<file path="config.mk">
export PLATFORM = sky130hd
export DESIGN_NAME = mux_3to1_arbiter
export DESIGN_NICKNAME = d
export VERILOG_FILES = /design/src/rtl/mux_arb_defs.sv /design/src/rtl/rr_pick3.sv /design/src/rtl/mux_3to1_arbiter.sv
export SDC_FILE = /design/constraint.sdc
export NUM_CORES = 1
export LEC_CHECK = 0
export ABC_AREA = 0
export CAP_MARGIN = 25
export CORE_MARGIN = 2
export CORE_UTILIZATION = 50
export CTS_BUF_LIST = sky130_fd_sc_hd__clkbuf_16
export CTS_CLUSTER_DIAMETER = 50
export DETAILED_ROUTE_END_ITERATION = 7
export PLACE_DENSITY_LB_ADDON = 0.1
export SYNTH_ARGS = -nofsm -noshare
export SYNTH_HDL_FRONTEND = slang
export SYNTH_HIERARCHICAL = 1
export SYNTH_SLANG_ARGS = --single-unit
</file>
<file path="constraint.sdc">
create_clock -name Clock -period 1.61 [get_ports Clock]
set_clock_uncertainty 0.05 [all_clocks]
set_input_delay 0.2415 -clock Clock [delete_from_list [all_inputs] [get_ports Clock]]
set_output_delay 0.2415 -clock Clock [all_outputs]
set_load 0.01 [all_outputs]
</file>
<file path="src/rtl/mux_arb_defs.sv">
// Shared constants for the 3-to-1 mux arbiter: state codes, select codes,
// the default hold limit and the round-robin successor helper.
package mux_arb_defs;

  localparam logic [0:0] ST_IDLE  = 1'b0;
  localparam logic [0:0] ST_GRANT = 1'b1;

  localparam logic [1:0] SEL_IN0 = 2'b00;
  localparam logic [1:0] SEL_IN1 = 2'b01;
  localparam logic [1:0] SEL_IN2 = 2'b10;

  localparam int MAX_HOLD_DEFAULT = 8;

  // Last winner after reset is requester 2, so requester 0 is searched first.
  localparam logic [1:0] LAST_RESET = SEL_IN2;

  // Next requester index in the cyclic order 0 -> 1 -> 2 -> 0.
  function automatic logic [1:0] rr_next(input logic [1:0] idx);
    return (idx == SEL_IN2) ? SEL_IN0 : idx + 2'd1;
  endfunction

endpackage

</file>
<file path="src/rtl/rr_pick3.sv">
// Combinational round-robin pick among three requesters. The search starts
// at the requester after the last winner and wraps; gnt is one-hot (or zero
// when nobody requests) and idx is the matching 2-bit mux select code.
module rr_pick3
  import mux_arb_defs::*;
(
  input  logic [2:0] req,
  input  logic [1:0] last,
  output logic [2:0] gnt,
  output logic [1:0] idx
);

  logic [3:0] req_ext;
  logic [1:0] cand;
  logic       found;

  // Walk the three candidates in round-robin order, keep the first requester.
  always_comb begin
    // NOTE: every variable gets a default before any branch so no latch is inferred.
    req_ext = {1'b0, req};
    gnt     = 3'b000;
    idx     = SEL_IN0;
    found   = 1'b0;
    cand    = rr_next(last);
    for (int k = 0; k < 3; k++) begin
      if (!found && req_ext[cand]) begin
        found = 1'b1;
        idx   = cand;
      end
      cand = rr_next(cand);
    end
    if (found) begin
      gnt = 3'b001 << idx;
    end
  end

endmodule

</file>
<file path="src/rtl/mux_3to1_arbiter.sv">
// Round-robin arbiter steering a 3-to-1 mux. A grant lasts while its
// requester keeps asking, up to MAX_HOLD cycles, and every grant is followed
// by one IDLE cycle so the mux select only moves while nothing is routed
// (break-before-make). All outputs come straight from flops.
module mux_3to1_arbiter
  import mux_arb_defs::*;
#(
  parameter int MAX_HOLD = MAX_HOLD_DEFAULT  // legal 1..15
) (
  input  logic       Clock,
  input  logic       _Reset,
  input  logic [2:0] Req,
  output logic [2:0] Grant,
  output logic [1:0] Select,
  output logic [1:0] _Select,
  output logic       Busy
);

  logic [0:0] state_q, state_d;
  logic [2:0] grant_q, grant_d;
  logic [1:0] sel_q,   sel_d;
  logic [1:0] nsel_q,  nsel_d;
  logic       busy_q,  busy_d;
  logic [3:0] cnt_q,   cnt_d;
  logic [1:0] last_q,  last_d;

  logic [2:0] pick_gnt;
  logic [1:0] pick_idx;
  logic       owner_req;
  logic       hold_done;

  rr_pick3 u_pick (
    .req  (Req),
    .last (last_q),
    .gnt  (pick_gnt),
    .idx  (pick_idx)
  );

  // The current owner is still asking only if its own request bit is set;
  // other requesters' bits are ignored while a grant is held.
  assign owner_req = |(Req & grant_q);
  assign hold_done = (cnt_q == 4'(MAX_HOLD));

  // Next-state logic: arbitrate from IDLE, release from GRANT on drop or limit.
  always_comb begin
    state_d = state_q;
    grant_d = grant_q;
    sel_d   = sel_q;
    cnt_d   = cnt_q;
    last_d  = last_q;
    case (state_q)
      ST_IDLE: begin
        cnt_d = 4'd0;
        if (|Req) begin
          state_d = ST_GRANT;
          grant_d = pick_gnt;
          sel_d   = pick_idx;
          last_d  = pick_idx;
          cnt_d   = 4'd1;
        end
      end
      ST_GRANT: begin
        if (!owner_req || hold_done) begin
          state_d = ST_IDLE;
          grant_d = 3'b000;
          cnt_d   = 4'd0;
        end else begin
          cnt_d = cnt_q + 4'd1;
        end
      end
      default: begin
        state_d = ST_IDLE;
        grant_d = 3'b000;
        cnt_d   = 4'd0;
      end
    endcase
    // Complement rail and Busy are their own flops, so they are registered too.
    nsel_d = ~sel_d;
    busy_d = |grant_d;
  end

  // State and output registers; reset parks the mux on In0 with Last = 2.
  always_ff @(posedge Clock or negedge _Reset) begin
    if (!_Reset) begin
      state_q <= ST_IDLE;
      grant_q <= 3'b000;
      sel_q   <= SEL_IN0;
      nsel_q  <= ~SEL_IN0;
      busy_q  <= 1'b0;
      cnt_q   <= 4'd0;
      last_q  <= LAST_RESET;
    end else begin
      // NOTE: non-blocking assignments so every flop samples pre-edge values.
      state_q <= state_d;
      grant_q <= grant_d;
      sel_q   <= sel_d;
      nsel_q  <= nsel_d;
      busy_q  <= busy_d;
      cnt_q   <= cnt_d;
      last_q  <= last_d;
    end
  end

  assign Grant   = grant_q;
  assign Select  = sel_q;
  assign _Select = nsel_q;
  assign Busy    = busy_q;

endmodule

</file>
==> flow_summary.json <==
{
  "status": "completed",
  "total_power_mw": 1.97,
  "synth.avg_cell_area_um2": 12.0,
  "coreArea_um2": 1470,
  "synthCells": 64,
  "synth.cell_area_um2": 771,
  "p_leak_nw": 0.488,
  "slew_violations": 0,
  "grt_setup_unrepaired": "no",
  "top_layer": "met4",
  "hold_viol_final": 0,
  "critPathMaxFanout": 1,
  "start_util": 0.524,
  "required_ns": 1.32,
  "synth_ff_type": "dfrtp_1",
  "cp-end-kind": "output port",
  "drt-initial-drc-count": 8,
  "vias": 584,
  "ios": 13,
  "slowest_delay_ns": 0.52,
  "grt_use_total": 0.199,
  "clkSlewWorstSetupHoldPaths_ns": 0.05,
  "cts_sinks": 15,
  "relSlewSlack": 0.748,
  "cts_root_buf": "clkbuf_16",
  "post_cts_resized": 0,
  "ctsHtreeMaxLevel": 1,
  "grt_pass1_wl_um": 2670,
  "die_h_um": 43.3,
  "postCtsSetupRepairBufs": 0,
  "grt_overflow": 0,
  "antenna_cells": 0,
  "cts_hold_buf": 0,
  "dr.pass1.iters": 4,
  "p_seq_frac": 0.353,
  "dr_wl_met2_um": 818,
  "cts_tree": "built",
  "synth_top_cell_by_area": "dfrtp_1",
  "timing.fmax_mhz": 641,
  "yosysUniqueCellTypes": 27,
  "crit_family": "buffers and inverters",
  "hold_class": "primary input to async pin",
  "async_reset_ff_frac": 1.00,
  "min_period_ns": 1.56,
  "yosys_warnings": 6,
  "placed_cell_area_um2": 1000,
  "synthesis.nets": 71,
  "cts_buffers": 3,
  "antenna_found_initial": 0,
  "synthTopCellsByArea": "dfrtp_1 39%, dfstp_2 10%, mux2_4 7.8%",
  "finalSetupViolations": 0,
  "grt_max_degree": 16,
  "crit_type": "flop to output port",
  "setup_ws_ns": 0.0509,
  "cts_buffer_depth": 2,
  "synth_common_cells": "12 x dfrtp_1, 7 x inv_1, 5 x mux2i_1",
  "fill_cells": 122,
  "area_delta_synth_final_pct": 40.7,
  "pre_cts_slack_ns": -0.160,
  "internal_power_mw": 1.36,
  "p_comb_frac": 0.409,
  "cp_num_buf_inv": 1,
  "wl_met3_um": 40,
  "insertion_delay_ns": 0.24,
  "synth.most_common_cell": "dfrtp_1",
  "wirelength_um": 1560,
  "drive_above_1_share": 0.326,
  "start_kind": "flop",
  "ys_ff_latch": 15,
  "vdd_drop_max_v": 0.00128,
  "fin_crit_sh": 0.968,
  "grt_pass1_vias": 619,
  "max-cap-violations": 0,
  "fin_nets": 100,
  "wl_per_cell_um": 14.5,
  "gp_congestion": 0.758,
  "worstPathArrival_ns": 1.27,
  "dieWidth_um": 43.3,
  "crit_chain": "clkdlybuf4s50_1",
  "met1_length_um": 683,
  "die_area_um2": 1870,
  "drcViolationCount": 0,
  "power.density_nw_per_um2": 1820,
  "p_clk_frac": 0.238,
  "synth_edf_count": 0,
  "p_sw_uw": 609,
  "crit_slowest_cell": "clkdlybuf4s50_1",
  "ant_nets": 0,
  "post-route-util": 0.737,
  "synth_top_area_frac": 0.390,
  "holdWs_ns": 0.272,
  "ys_seq_area_frac": 0.492,
  "port_buffers": 12,
  "worst_pin_slew_ns": 0.376,
  "place_hpwl_um": 1200,
  "design_area_um2": 1080,
  "p_sw_frac": 0.309,
  "viasPerCell": 5.41,
  "rows": 14
}
-- logic make-up (layout without fill, tap and decap cells) --
family	Yosys count	count (layout)	share of synthesized area
buffers and inverters	8	36	0.0390
adder cells (fa/ha/maj)	2	2	0.0325
multiplexers	9	9	0.143
AND/OR/NAND/NOR	16	16	0.153
flip-flops	15	15	0.492
XOR/XNOR	2	2	0.0227
AO/OA/AOI/OAI	12	12	0.119
-- routing by layer --
metal  global-route usage  vias to the layer above
li1                     -                      285
met1                0.239                      290
met2                0.337                        7
met3               0.0383                        2
met4               0.0909                        0
met5                    0                        -
-- final cells by class --
type                            instances  area [µm²]  share of cell area
Clock buffer                            3        75.1              0.0692
Clock inverter                          1        5.00             0.00461
Inverter                                7        26.3              0.0242
Multi-Input combinational cell         41         362               0.333
Sequential cell                        15         379               0.349
Tap cell                               16        20.0              0.0185
Timing Repair Buffer                   25         218               0.201
-- cell usage in the layout (no fill, tap or decap), types with 3 or more instances in the layout --
cell type        netlist  routed
buf_4                  0      13
clkbuf_16              0       3
clkdlybuf4s50_1        0      12
nor2_1                 4       4
o22ai_1                4       4
mux2_4                 4       4
dfrtp_1               12      12
inv_1                  7       7
dfstp_2                3       3
mux2i_1                5       5
-- power groups by stage --
stage	combinational, mW	sequential, mW	clock (mW)
finish	0.805	0.695	0.469
global route	0.878	0.715	0.492
CTS	0.816	0.695	0.477
detailed placement	0.809	0.694	0
global placement	0.780	0.690	0
floorplan	0.437	0.685	0
-- final timing paths --
| path | startpoint | end | slack [ns] | cells after the start |
|---|---|---|---|---|
| worst max register to register | last_q[1]$_DFFE_PN1P_ | Busy$_DFF_PN0_ | 0.11 | 4 |
| worst min register to register | Select[0]$_DFF_PN0_ | _Select[0]$_DFF_PN1_ | 0.41 | 1 |
| worst min-delay path | _Reset | cnt_q[2]$_DFF_PN0_ | 0.27 | 2 |
| max in group asynchronous | _Reset | _Select[1]$_DFF_PN1_ | 1.00 | 2 |
| min in group Clock | Select[0]$_DFF_PN0_ | _Select[0]$_DFF_PN1_ | 0.41 | 1 |
| worst max-delay path | _Select[0]$_DFF_PN1_ | _Select[0] | 0.05 | 1 |
-- registers in the layout, indices dropped and copies added, names as in the netlist --
| register | cells |
|---|---|
| cnt_q | 4 |
| Grant | 3 |
| Select | 2 |
| _Select | 2 |
| last_q | 2 |
| Busy | 1 |
| state_q | 1 |
-- stage by stage --
step	TNS [ns]	std cells
4_1_cts	0	108
2_1_floorplan	0	64
5_1_grt	0	108
6_report	0	108
3_3_place_gp	-1.01	104
3_5_place_dp	-1.32	104
Power figures use the tool's default switching activity.
